===== src/rtl/axis_packet_arbiter.sv =====
// -----------------------------------------------------------------------------
// axis_packet_arbiter
//
// Shares one AXI-Stream master port between NUM_SRC AXI-Stream slave ports.
// Arbitration is round-robin and packet-atomic: once a source is granted it
// owns the output until its s_last beat has been accepted. The master side is
// a registered pipeline stage, so there is no combinational path from s_* to
// m_*. One idle arbitration cycle separates consecutive packets.
//
// Optional feature macro: AXIS_ARB_ID_EN
//   defined   -> m_id port and id register present (grant index of each beat)
//   undefined -> no m_id port, no id register
//
// Ports
//   clk      in   1                          rising-edge clock
//   rstn     in   1                          asynchronous active-low reset
//   s_valid  in   [NUM_SRC]                  per-source valid
//   s_ready  out  [NUM_SRC]                  per-source ready
//   s_data   in   [NUM_SRC][WPB][WORD_W]     per-source data
//   s_keep   in   [NUM_SRC][WPB]             per-source word keep
//   s_last   in   [NUM_SRC]                  per-source end of packet
//   m_valid  out  1                          output valid (registered)
//   m_ready  in   1                          output ready
//   m_data   out  [WPB][WORD_W]              output data (registered)
//   m_keep   out  [WPB]                      output keep (registered)
//   m_last   out  1                          output last (registered)
//   m_id     out  SRC_W                      source index of m beat (AXIS_ARB_ID_EN)
// -----------------------------------------------------------------------------
module axis_packet_arbiter #(
  parameter  int WORD_W  = 8,
  parameter  int BUS_W   = 32,
  parameter  int NUM_SRC = 4,
  localparam int WPB     = BUS_W / WORD_W,
  localparam int SRC_W   = (NUM_SRC > 1) ? $clog2(NUM_SRC) : 1
) (
  input  logic                                     clk,
  input  logic                                     rstn,
  input  logic [NUM_SRC-1:0]                       s_valid,
  output logic [NUM_SRC-1:0]                       s_ready,
  input  logic [NUM_SRC-1:0][WPB-1:0][WORD_W-1:0]  s_data,
  input  logic [NUM_SRC-1:0][WPB-1:0]              s_keep,
  input  logic [NUM_SRC-1:0]                       s_last,
  output logic                                     m_valid,
  input  logic                                     m_ready,
  output logic [WPB-1:0][WORD_W-1:0]               m_data,
  output logic [WPB-1:0]                           m_keep,
  output logic                                     m_last
`ifdef AXIS_ARB_ID_EN
  ,
  output logic [SRC_W-1:0]                         m_id
`endif
);

  typedef enum logic [0:0] {
    ST_IDLE = 1'b0,
    ST_BUSY = 1'b1
  } state_e;

  state_e                    state_q, state_d;
  logic [SRC_W-1:0]          grant_q, grant_d;
  logic [SRC_W-1:0]          rr_ptr_q, rr_ptr_d;

  logic                      m_valid_q, m_valid_d;
  logic [WPB-1:0][WORD_W-1:0] m_data_q, m_data_d;
  logic [WPB-1:0]            m_keep_q, m_keep_d;
  logic                      m_last_q, m_last_d;
`ifdef AXIS_ARB_ID_EN
  logic [SRC_W-1:0]          m_id_q, m_id_d;
`endif

  logic                      arb_found_s;
  logic [SRC_W-1:0]          arb_idx_s;
  logic                      out_free_s;
  logic                      beat_hs_s;

  // The output register can take a new beat when empty or draining this cycle.
  assign out_free_s = ~m_valid_q | m_ready;

  // Round-robin scan: first requester at rr_ptr+1, rr_ptr+2, ... mod NUM_SRC.
  always_comb begin : arb_scan
    int               cand;
    logic [SRC_W-1:0] cand_idx;
    logic             hit;
    arb_found_s = 1'b0;
    arb_idx_s   = '0;
    cand        = 0;
    cand_idx    = '0;
    hit         = 1'b0;
    for (int i = 0; i < NUM_SRC; i++) begin
      cand        = int'(rr_ptr_q) + 1 + i;
      // rr_ptr_q <= NUM_SRC-1, so one wrap is always enough.
      cand        = (cand >= NUM_SRC) ? (cand - NUM_SRC) : cand;
      cand_idx    = SRC_W'(cand);
      hit         = ~arb_found_s & s_valid[cand_idx];
      arb_idx_s   = hit ? cand_idx : arb_idx_s;
      arb_found_s = arb_found_s | hit;
    end
  end

  // FSM next state, grant/rr pointer update and per-source ready.
  always_comb begin
    state_d   = state_q;
    grant_d   = grant_q;
    rr_ptr_d  = rr_ptr_q;
    s_ready   = '0;
    beat_hs_s = 1'b0;
    case (state_q)
      ST_IDLE: begin
        if (arb_found_s) begin
          grant_d = arb_idx_s;
          state_d = ST_BUSY;
        end else begin
          state_d = ST_IDLE;
        end
      end
      ST_BUSY: begin
        s_ready[grant_q] = out_free_s;
        beat_hs_s        = s_valid[grant_q] & out_free_s;
        // The packet releases the grant only when its last beat is taken;
        // a source that pauses mid-packet keeps ownership indefinitely.
        if (beat_hs_s && s_last[grant_q]) begin
          rr_ptr_d = grant_q;
          state_d  = ST_IDLE;
        end else begin
          state_d  = ST_BUSY;
        end
      end
      default: begin
        state_d = ST_IDLE;
      end
    endcase
  end

  // Output pipeline register next state: load on handshake, clear on drain.
  always_comb begin
    m_valid_d = m_valid_q;
    m_data_d  = m_data_q;
    m_keep_d  = m_keep_q;
    m_last_d  = m_last_q;
`ifdef AXIS_ARB_ID_EN
    m_id_d    = m_id_q;
`endif
    if (beat_hs_s) begin
      m_valid_d = 1'b1;
      m_data_d  = s_data[grant_q];
      m_keep_d  = s_keep[grant_q];
      m_last_d  = s_last[grant_q];
`ifdef AXIS_ARB_ID_EN
      m_id_d    = grant_q;
`endif
    end else if (m_ready) begin
      // Payload is left as-is; only valid drops once the beat is consumed.
      m_valid_d = 1'b0;
    end else begin
      m_valid_d = m_valid_q;
    end
  end

  // FSM state, grant and round-robin pointer registers.
  always_ff @(posedge clk or negedge rstn) begin
    if (!rstn) begin
      state_q  <= ST_IDLE;
      grant_q  <= '0;
      rr_ptr_q <= SRC_W'(NUM_SRC - 1);
    end else begin
      state_q  <= state_d;
      grant_q  <= grant_d;
      rr_ptr_q <= rr_ptr_d;
    end
  end

  // Output stage registers.
  always_ff @(posedge clk or negedge rstn) begin
    if (!rstn) begin
      m_valid_q <= 1'b0;
      m_data_q  <= '0;
      m_keep_q  <= '0;
      m_last_q  <= 1'b0;
`ifdef AXIS_ARB_ID_EN
      m_id_q    <= '0;
`endif
    end else begin
      m_valid_q <= m_valid_d;
      m_data_q  <= m_data_d;
      m_keep_q  <= m_keep_d;
      m_last_q  <= m_last_d;
`ifdef AXIS_ARB_ID_EN
      m_id_q    <= m_id_d;
`endif
    end
  end

  assign m_valid = m_valid_q;
  assign m_data  = m_data_q;
  assign m_keep  = m_keep_q;
  assign m_last  = m_last_q;
`ifdef AXIS_ARB_ID_EN
  assign m_id    = m_id_q;
`endif

endmodule


===== config.mk =====
export PLATFORM = sky130hd
export DESIGN_NAME = axis_packet_arbiter
export DESIGN_NICKNAME = d
export VERILOG_FILES = /design/src/rtl/axis_packet_arbiter.sv
export SDC_FILE = /design/constraint.sdc
export NUM_CORES = 1
export LEC_CHECK = 0
export BUFFER_PORTS_ARGS = -buffer_cell sky130_fd_sc_hd__clkbuf_2
export CAP_MARGIN = 20
export CORE_AREA = 8 8 113 74
export DETAILED_ROUTE_END_ITERATION = 10
export DIE_AREA = 0 0 121 82
export GPL_TIMING_DRIVEN = 0
export PLACE_DENSITY_LB_ADDON = 0.05
export SYNTH_ARGS = -nofsm -noshare
export SYNTH_HDL_FRONTEND = slang
export SYNTH_SLANG_ARGS = --single-unit

===== constraint.sdc =====
create_clock -name clk -period 2.1 [get_ports clk]
set_input_delay 0.42 -clock clk [delete_from_list [all_inputs] [get_ports clk]]
set_output_delay 0.42 -clock clk [all_outputs]
set_load 0.01 [all_outputs]

==> Yosys cells after proc, flatten, opt, wreduce, memory -nomap -nowiden <==
Index checks and enable logic that the tools add are counted.
{ "totals": {"reg_bits": 43, "inputBits": 155, "out_inout_bits": 42, "wordCells": 80} }
{ "op_classes": {"addsub": 8, "magnitude_cmp": 10, "mux": 33, "n_bitwise": 14, "reduce_logical": 5} }
{ "op_table": {"columns": ["op", "count"], "rows": [
  ["32-bit binary-select mux with 2-bit select", 1],
  ["32-bit two-way mux", 1],
  ["2-bit two-way mux", 8],
  ["2-bit by 3-bit less-than comparator with 1-bit output, second input constant", 5],
  ["1-bit binary-select mux with 2-bit select", 6],
  ["4-bit by 3-bit greater-or-equal comparator with 1-bit output, second input constant", 3],
  ["1-bit two-way mux", 12],
  ["3-bit by 2-bit adder with 4-bit output, second input constant", 2],
  ["4-bit binary-select mux with 2-bit select", 1],
  ["4-bit two-way mux", 2],
  ["2-bit by 1-bit subtractor with 2-bit output, second input constant", 4],
  ["1-bit inverter", 5],
  ["3-bit by 1-bit adder with 4-bit output, second input constant", 1],
  ["1-bit bitwise AND", 4],
  ["4-bit bitwise AND", 1],
  ["1-bit bitwise OR", 4],
  ["2-bit AND reduction", 2],
  ["2-bit by 1-bit adder with 3-bit output, second input constant", 1],
  ["3-bit greater-or-equal comparator, second input constant", 1],
  ["1-bit demux with 2-bit select", 1],
  ["2-bit by 1-bit greater-or-equal comparator with 1-bit output, second input constant", 1],
  ["1-bit logical AND", 2],
  ["1-bit one-hot mux with 2 select lines", 1],
  ["2-bit nonzero test", 1]
]} }

==> Longest topological paths before layout <==
{ "logic_depth": {"depth_word": 16, "mapped_depth": 7, "mapped_depth_nobuf": 4} }

==> Least setup slack after synthesis <==
No wires, ideal clock.
{ "synth_timing": {"path_kind": "register to output", "from": "reg grant_q[1]", "to": "out s_ready[2]", "t_arrival_ns": 1.394, "required_ns": 1.680, "setup_slack_ns": 0.286, "path_stages_with_launch": 6, "n_path_buf": 3, "cell_sequence": "dfrtp_1 -> buf_6 -> clkbuf_1 -> buf_2 -> inv_1 -> nor3_1"} }
{ "synth_between": {"elab_chain_len": 6, "word_cells_on_any_way": 7, "cone_classes": "order compare: 2; mux: 3; bitwise: 1; reduce/logical: 1"} }
{ "synth_rtl": {"columns": ["item", "line_no", "source"], "rows": [
  ["from (decl)", "60", "logic [SRC_W-1:0] grant_q, grant_d;"],
  ["from (signal assigned)", "167", "grant_q <= grant_d;"],
  ["2-bit by 3-bit less-than comparator with 1-bit output (not written as such) or 2-bit by 1-bit greater-or-equal comparator with 1-bit output (tied branches)", "117", "s_ready[grant_q] = out_free_s;"],
  ["1-bit logical AND (not written as such)", "117", null],
  ["1-bit two-way mux (not written as such)", "117", null],
  ["1-bit demux with 2-bit select (*)", "117", null],
  ["4-bit bitwise AND (no line) (*)", null, null],
  ["4-bit two-way mux (*)", "107", "case (state_q)"],
  ["to (decl)", "39", "output logic [NUM_SRC-1:0] s_ready,"]
]} }
Every way passes the cells marked *; elsewhere a longest branch is shown, timed or not.

==> Worst setup path in the final report <==
{ "layout_timing": {"from": "reg grant_q[1]", "to": "reg m_data_q, in the netlist m_data[28]"} }
{ "layout_between": {"elab_chain_len": 4, "word_cells_on_any_way": 6, "cone_classes": "mux: 5; bitwise: 1"} }
{ "layout_rtl": {"columns": ["item", "line_no", "source"], "rows": [
  ["1-bit binary-select mux with 2-bit select", "118", "beat_hs_s = s_valid[grant_q] & out_free_s;"],
  ["1-bit two-way mux (not written as such)", "118", null],
  ["1-bit bitwise AND", "118", null],
  ["1-bit two-way mux", "107", null],
  ["to (signal assigned)", "184", "m_data_q <= m_data_d;"],
  ["to (decl)", "64", "logic [WPB-1:0][WORD_W-1:0] m_data_q, m_data_d;"]
]} }
Several ways; a longest one is shown, not always the timed one. The select of a mux whose other input is x is not followed.
A chain may end at the register's enable or synchronous reset.

==> flow_summary.ini <==
[logic_synthesis]
avgSynthCellArea_um2 = 16.0
ys_seq_elements = 43
yosysUniqueCellTypes = 27
synth.net_count = 319
synth-warning-count = 0
yosysSeqAreaShare_pct = 41.0
netlist_instances = 164
synthesis.area_um2 = 2630

[cts]
cts_tree = built
clockBufferDepth = 2
htree_num_levels = 2
cts.clk_slew.worst_paths_ns = 0.08
root_buffer = clkbuf_8
postCtsSetupBuffers = 0
clock_latency_ns = 0.29
clkSinkCount = 43
numCtsBuffers = 5

[cells_and_area]
antenna_cells = 0
final_common_cell = clkbuf_2
fin_area_um2 = 3830
drive_above_1_share_pct = 75.0
nNetsFinal = 522
final-seq-area_um2 = 1080
post-route-util_pct = 56.2
final_cell_mix = clkbuf_2, dfrtp_1, mux4_2, mux2_2, mux2_1
multi_input_area_um2 = 1440
fillCellCount = 565
area_growth_pct = 45.6

[place]
place.gp.congestion = 0.816
place_ws_ns = -0.0690
placed_area_um2 = 3720
hpwl_um = 6920
portBuffers = 196

[drt]
dr_total_vias = 2329
first_pass_iters = 4
drtIter0Drc = 61
wirelength_um = 8220
wire_per_inst_um = 17.9
ant_nets = 0
avgViaCountPerCell = 5.07
remaining_drc_errors = 0

[outcome]
status = completed

[floorplanning]
start_util_pct = 38.6
die_h_um = 82
die_w_um = 121
ioPinCount = 197
rows = 24
die-area_um2 = 9920
design.core.area_um2 = 6820

[critical_path]
required_ns = 2.27
critical_path_class = reg -> reg
end_kind = flip-flop
critPathMaxFanout = 14
reg2reg_depth = 6
cp.arrival_ns = 2.15
rrSetupSlack_ns = 0.12
r2r_end = m_data[28]$_DFFE_PN0P_
endpoint = m_data[28]$_DFFE_PN0P_
start_kind = flip-flop
critPathLaunch = grant_q[1]$_DFFE_PN0P_
r2r_start = grant_q[1]$_DFFE_PN0P_

[sta]
hold_viol = 0
max_clock_freq_mhz = 506
tightest_slew_ns = 0.676
rsz0062_at_grt = false
fin_crit_sh_pct = 94.1
slew_headroom_pct = 54.9
finClkSkew_ns = 0.00812
tns_ns = 0
setup_ws_ns = 0.123
maxSlewViolCount = 0
period_needed_ns = 1.98
setup_violations = 0

[global_routing]
grt.total_usage_pct = 16.0
grt_pass1_vias = 2553
antenna_found_initial = 0
grt-ovfl-total = 0
grt_first_pass_wirelength_um = 12700
grt_max_degree = 44

[power]
power.leakage_nw = 1.90
peakVddDrop_uv = 573
pwr_density_cell_nw_per_um2 = 1350

[hold_path]
hold_class = in -> async

[flow_run]
maxCapViolations = 0
-- synth_stat cells --
library cell / n / area share [%]
nand4_1: 1 / 0.24
buf_8: 1 / 0.57
o21ai_0: 2 / 0.38
buf_1: 1 / 0.14
nor2b_1: 1 / 0.24
nand2_1: 5 / 0.71
mux4_2: 38 / 33
a31o_2: 1 / 0.33
buf_6: 3 / 1.3
inv_1: 3 / 0.43
clkbuf_1: 3 / 0.43
nand3_2: 1 / 0.38
nor3_1: 2 / 0.38
nor4_1: 1 / 0.24
mux2_1: 18 / 7.7
o221ai_1: 2 / 0.67
dfstp_2: 2 / 2.0
nand2b_1: 3 / 0.71
a21boi_0: 1 / 0.29
nor2_1: 4 / 0.57
a21oi_1: 2 / 0.38
dfrtp_1: 41 / 39
nand3_1: 1 / 0.19
buf_4: 1 / 0.29
buf_2: 5 / 0.95
mux2_2: 20 / 8.6
mux2i_1: 1 / 0.38
-- metal layers --
metal | GRT usage, % | vias up | routed length (um)
met5 | 0 | - | 0
met4 | 1.73 | 0 | 28
met3 | 6.38 | 4 | 834
met2 | 27.8 | 114 | 4010
met1 | 19.2 | 1147 | 3350
li1 | - | 1064 | -
-- flip-flops by register name, indices dropped and copies added (netlist names) --
name / count
m_keep: 4
m_last: 1
m_valid: 1
grant_q: 2
m_data: 32
state_q: 1
rr_ptr_q: 2
-- what timing repair did --
| action | CTS | global route |
|---|---|---|
| resized for setup | 1 | 2 |
| setup endpoints to repair | 4 | 2 |
| hold buffers | 0 | 0 |
-- cells by family (layout without fill, tap and decap cells) --
| group | after synthesis | count (layout) | share of synthesized area (%) |
|---|---|---|---|
| mux | 77 | 77 | 49.2 |
| flops | 43 | 43 | 41.0 |
| simple gates | 19 | 19 | 3.66 |
| buf+inv | 17 | 221 | 4.09 |
| compound gates | 8 | 8 | 2.05 |
-- critical path, stage by stage, from the launching register on --
cell	delay [ns]
dfrtp_1	0.34
buf_6	0.17
mux4_2	0.56
nand3_2	0.12
buf_6	0.17
buf_6	0.17
mux2_1	0.32
-- final cells by class --
class                   count  area share (%)
flip-flops and latches     43            28.2
multi-input cells         104            37.7
repair buffers            197            26.1
plain buffers              13            2.58
clock buffers               7            1.99
inverters                   3           0.294
clock inverters             1           0.131
well taps                  91            2.97
-- worst min-delay path by stage --
stage	to	cells after the start	slack, ns
2_1_floorplan	grant_q[0]$_DFFE_PN0P_	0	0.12
3_3_place_gp	m_last$_DFFE_PN0P_	2	0.46
3_5_place_dp	m_keep[1]$_DFFE_PN0P_	1	0.48
4_1_cts	m_data[29]$_DFFE_PN0P_	1	0.37
5_1_grt	m_data[3]$_DFFE_PN0P_	1	0.11
6_report	m_data[15]$_DFFE_PN0P_	1	0.08
-- where the power goes --
part           internal, mW  leakage, nW  total (mW)  switching [mW]
registers              1.29        0.500        1.52           0.229
clock network         0.234       0.0422       0.506           0.272
logic                  1.73         1.36        3.14            1.41
-- per-stage QoR --
stage,cells,power [mW],hold WS (ns)
after floorplan,164,3.71,0.124
after global placement,451,4.68,0.462
after detailed placement,451,4.75,0.480
after CTS,458,5.26,0.366
after global routing,459,5.58,0.107
final,459,5.16,0.0755
(Power assumes the default switching activity.)
